--- src/rtl/keypad_scan_onehot.sv ---
// 4x4 active-low keypad scanner: column drive, row synchronizer, whole-scan debounce,
// and a one-hot key level with a strobe and a 4-bit index for each new key.
module keypad_scan_onehot #(
    parameter int SCAN_CYCLES    = 50000,
    parameter int DEBOUNCE_SCANS = 10
) (
    input  logic        clk,
    input  logic        RSTn,
    input  logic [3:0]  row_in,
    output logic [3:0]  col_out,
    output logic [15:0] onehot,
    output logic        key_valid,
    output logic [3:0]  key_code
);

    localparam int DW = $clog2(SCAN_CYCLES);
    localparam int SW = $clog2(DEBOUNCE_SCANS + 1);
    localparam logic [DW-1:0] DWELL_LAST = DW'(SCAN_CYCLES - 1);
    localparam logic [SW-1:0] STABLE_MAX = SW'(DEBOUNCE_SCANS);

    logic [3:0]    r_sync1;
    logic [3:0]    r_sync2;
    logic [1:0]    r_col_idx;
    logic [DW-1:0] r_dwell;
    logic [15:0]   r_raw;
    logic [15:0]   r_prev;
    logic [SW-1:0] r_stable;
    logic [15:0]   r_onehot;
    logic          r_key_valid;
    logic [3:0]    r_key_code;

    logic          w_sample;
    logic          w_scan_done;
    logic [15:0]   w_snapshot;
    logic [SW-1:0] w_stable_next;
    logic [15:0]   w_filtered;
    logic [3:0]    w_index;
    logic          w_commit;

    assign w_sample    = (r_dwell == DWELL_LAST);
    assign w_scan_done = w_sample && (r_col_idx == 2'd3);

    // Snapshot is the stored columns with the current column's rows merged in,
    // so on the column-3 sample edge it already holds the full scan.
    always_comb begin
        w_snapshot = r_raw;
        for (int r = 0; r < 4; r++) begin
            w_snapshot[{2'(r), r_col_idx}] = ~r_sync2[r];
        end
    end

    always_comb begin
        w_stable_next = '0;
        if (w_snapshot == r_prev) begin
            w_stable_next = (r_stable == STABLE_MAX) ? STABLE_MAX : r_stable + SW'(1);
        end
    end

    // Multi-key and ghost patterns are treated as no key.
    assign w_filtered = ($countones(w_snapshot) == 1) ? w_snapshot : 16'h0000;

    always_comb begin
        w_index = 4'h0;
        for (int i = 0; i < 16; i++) begin
            if (w_filtered[i]) w_index = 4'(i);
        end
    end

    assign w_commit = w_scan_done && (w_stable_next == STABLE_MAX) && (w_filtered != r_onehot);

    always_ff @(posedge clk) begin
        if (RSTn) begin
            r_sync1     <= 4'b1111;
            r_sync2     <= 4'b1111;
            r_col_idx   <= 2'd0;
            r_dwell     <= '0;
            r_raw       <= 16'h0000;
            r_prev      <= 16'h0000;
            r_stable    <= '0;
            r_onehot    <= 16'h0000;
            r_key_valid <= 1'b0;
            r_key_code  <= 4'h0;
        end else begin
            r_sync1     <= row_in;
            r_sync2     <= r_sync1;
            r_key_valid <= 1'b0;
            if (w_sample) begin
                r_dwell   <= '0;
                r_col_idx <= r_col_idx + 2'd1;
                r_raw     <= w_snapshot;
            end else begin
                r_dwell <= r_dwell + DW'(1);
            end
            if (w_scan_done) begin
                r_prev   <= w_snapshot;
                r_stable <= w_stable_next;
            end
            if (w_commit) begin
                r_onehot <= w_filtered;
                if (|w_filtered) begin
                    r_key_valid <= 1'b1;
                    r_key_code  <= w_index;
                end
            end
        end
    end

    assign col_out   = ~(4'b0001 << r_col_idx);
    assign onehot    = r_onehot;
    assign key_valid = r_key_valid;
    assign key_code  = r_key_code;

endmodule

--- config.mk ---
export PLATFORM = sky130hd
export DESIGN_NAME = keypad_scan_onehot
export DESIGN_NICKNAME = d
export VERILOG_FILES = /design/src/rtl/keypad_scan_onehot.sv
export SDC_FILE = /design/constraint.sdc
export NUM_CORES = 1
export LEC_CHECK = 0
export BUFFER_PORTS_ARGS = -buffer_cell sky130_fd_sc_hd__buf_2
export CAP_MARGIN = 20
export CORE_UTILIZATION = 47
export DETAILED_ROUTE_END_ITERATION = 12
export PLACE_DENSITY = 0.75
export SLEW_MARGIN = 20
export SYNTH_ARGS = -nofsm -noshare
export SYNTH_HDL_FRONTEND = slang
export SYNTH_SLANG_ARGS = --single-unit
--- constraint.sdc ---
create_clock -name clk -period 7.2 [get_ports clk]
set_clock_uncertainty 0.2 [all_clocks]
set_input_delay 0.36 -clock clk [delete_from_list [all_inputs] [get_ports clk]]
set_output_delay 0.36 -clock clk [all_outputs]
set_load 0.05 [all_outputs]
==> run summary <==
Placed Instances - 704
TritonCTS clock tree - done
RSZ-0062 raised after global routing - no
met3 Resource Use GR - 3.796%
critical setup path kind - reg -> reg
Crit path top cell by count - fa_1
Seq/Total Area, Yosys - 35.63%
top post-synthesis cells by area - dfxtp_1, nand2_1, a21oi_1
largest delay contributor family on the critical path - adder cells
Setup WS pre-CTS - 0.4296 ns
die area - 10,320 um^2
Final #Nets - 618
min cycle time layout - 6.715 ns
post-route ant nets - 0
CP max-delay cell - fa_1
global-route wire length before repair - 19,530 um
Tot GR Track Use - 25.06%
WL final - 12,190 um
largest net degree at the start of global routing - 66
setup TNS - 0 ns
Slew HR - 39.82%
total grt overflow - 0
leading area contributor after synthesis - dfxtp_1
Final HPWL DP - 8756 um
initial core utilization - 49.53%
cell count after synthesis - 556
Yosys top cell area share - 35.63%
Tcrit/Tclk final - 93.26%
worst path cell trace - inv_1 > ha_1 > and2_2 > or2_1 > inv_1 > fa_1 > inv_1 > fa_1 > fa_1 > inv_1 > fa_1 > ha_1 > fa_1 > or4b_1 > a21oi_2 > o21ai_0 > a22oi_1 > nand4_2 > nand2_4 > mux2i_1
Hold Crit Class - reg -> reg
pwr dens - 167.4 nW/um^2
Worst-Skew Late Latency - 0.37 ns
total number of vias - 4,083
clock sink count - 83
antenna fix cells - 0
CTS Buf Count - 9
Routed WL per cell - 16.83 um
Final Non-Filler Cells - 724
slowest cell delay on critical path - 0.55 ns
Layout area overhead - 11.11%
number of H-tree levels - 3
Worst Path Buf+Inv - 4
M2 GR Usage - 39.86%
asr flop ratio synth - 0%
clk root buf - clkbuf_8
Post-synth EDFFs - 0
Mapped Nets - 584
Final Core Density - 55.03%
post-CTS setup buffers - 0
final RePlAce weighted congestion - 0.9447
Vias/cell - 5.640
DIE WIDTH - 101.6 um
met1 usage in global routing - 33.93%
Post-route DRC - 0
status - finished, final reports clean
Reg clk slew, reported paths - 0.10 ns
warnings from Yosys - 0
vias in the first global route - 3,725
syn_area_per_cell - 8.387 um^2
Max clock buf depth - 2
Fin Hold WS - 0.2149 ns
Hold Vio Cnt, Final - 0
cell area after synthesis - 4663 um^2
Worst Setup Slack, final - 0.4852 ns
initial antenna violation count - 0
Ports - 31
iteration count of the initial detailed-routing pass - 5
Static Leak - 2.173 nW
Final setup viols - 0
synthesized flop and latch total - 83
worst-path fanout max - 16
GRT Max-Usage Layer - met2
crit start category - flip-flop
Die Span Y - 101.6 um
area of the core - 9415 um^2
crit end category - flip-flop
VDD IR-drop max - 104.8 uV
Yosys cell types - 60
fin. max-slew vios - 0
count of input and output buffers - 30
max frequency - 148.9 MHz
crit path DAT - 6.81 ns
dominant synthesized flop cell - dfxtp_1
Least-Margin Pin Slew - 0.9017 ns
DRT iter0 DRCs - 250
number of max-cap violations - 0
Data required, critical path - 7.29 ns
share of layout cells above drive strength 1 - 17.31%
row count - 35
==> layout make-up <==
class | count | area (um^2)
fillers | 915 | 4234
clock inverters | 6 | 71.32
flip-flops and latches | 83 | 1662
inverters | 30 | 113.9
clock buffers | 10 | 127.6
repair buffers | 47 | 287.8
multi-input cells | 419 | 2758
well taps | 129 | 161.4
==> through the flow <==
stage / power [mW] / area (um^2)
global route: 0.9012 / 5181
global placement: 0.5262 / 4937
finish: 0.8671 / 5181
CTS: 0.8752 / 5176
detailed placement: 0.5269 / 4937
floorplan: 0.5127 / 4663
==> what timing repair did <==
action                                  CTS  global route
hold buffers                              4             0
endpoints found under the setup margin    0             3
gates resized for setup                   0             1
endpoints found under the hold margin     4             0
==> cell usage in the layout, fill, tap and decap left out, types with 18 or more instances in the layout <==
cell type / n
mux2i_1: 18
buf_2: 30
nand2b_1: 20
nand2_1: 81
o21ai_0: 24
inv_1: 18
dfxtp_1: 83
xnor2_1: 20
a21oi_1: 42
nor2_1: 47
==> power by group <==
group	switching, mW	internal (mW)	total, mW
combinational	0.0328	0.0204	0.0533
clock	0.184	0.164	0.349
sequential	0.00310	0.462	0.465
==> cell usage after synthesis (4+ instances only) <==
| library cell | n |
|---|---|
| a22oi_1 | 4 |
| xnor2_1 | 20 |
| a211o_1 | 8 |
| nor4_2 | 4 |
| nor4b_1 | 7 |
| nand3_1 | 13 |
| or2_2 | 10 |
| ha_1 | 12 |
| nand2b_1 | 20 |
| nand2_1 | 81 |
| a21oi_1 | 42 |
| nor3_1 | 10 |
| nand4_1 | 4 |
| o21ai_0 | 24 |
| nor4_1 | 4 |
| inv_2 | 11 |
| and2_1 | 6 |
| nor2_2 | 6 |
| clkbuf_1 | 13 |
| and4b_1 | 8 |
| mux2i_1 | 18 |
| inv_1 | 18 |
| buf_4 | 5 |
| nor2_1 | 47 |
| dfxtp_1 | 83 |
| fa_1 | 10 |
| xor2_1 | 11 |
| o21a_1 | 8 |
==> cell families (layout without fill, tap and decap cells) <==
kind of cell             Yosys count  count (layout)  synth area share (%)
buffers and inverters             54              93                 5.339
flip-flops                        83              83                 35.63
XOR/XNOR                          31              31                 5.822
adder cells (fa/ha/maj)           22              22                 7.513
multiplexers                      19              19                 4.186
AND/OR/NAND/NOR                  249             249                 28.90
AO/OA/AOI/OAI                     98              98                 12.61
==> flip-flops by register name (all words and copies together), names as in the netlist <==
name,cells
key_code,4
onehot,16
r_dwell,16
r_stable,4
key_valid,1
r_sync1,4
r_raw,16
r_prev,16
r_sync2,4
r_col_idx,2
==> final timing paths <==
check	start	to	slack, ns	cells after the start
min	r_sync1[0]$_SDFF_PP1_	r_sync2[0]$_SDFF_PP1_	0.21	1
max reg2reg	r_col_idx[1]$_SDFFE_PP0N_	onehot[12]$_SDFFE_PP0P_	0.49	20
max	r_col_idx[1]$_SDFFE_PP0N_	onehot[12]$_SDFFE_PP0P_	0.49	20
min reg2reg	r_sync1[0]$_SDFF_PP1_	r_sync2[0]$_SDFF_PP1_	0.21	1
==> routing by layer <==
metal  wire length [um]  vias up  part of all wire, %
met3                687       24                  5.6
met4                380        0                  3.1
met2               5593      155                   46
li1                   -     1965                    -
met5                  0        -                    0
met1               5526     1939                   45
(Power assumes the default switching activity.)
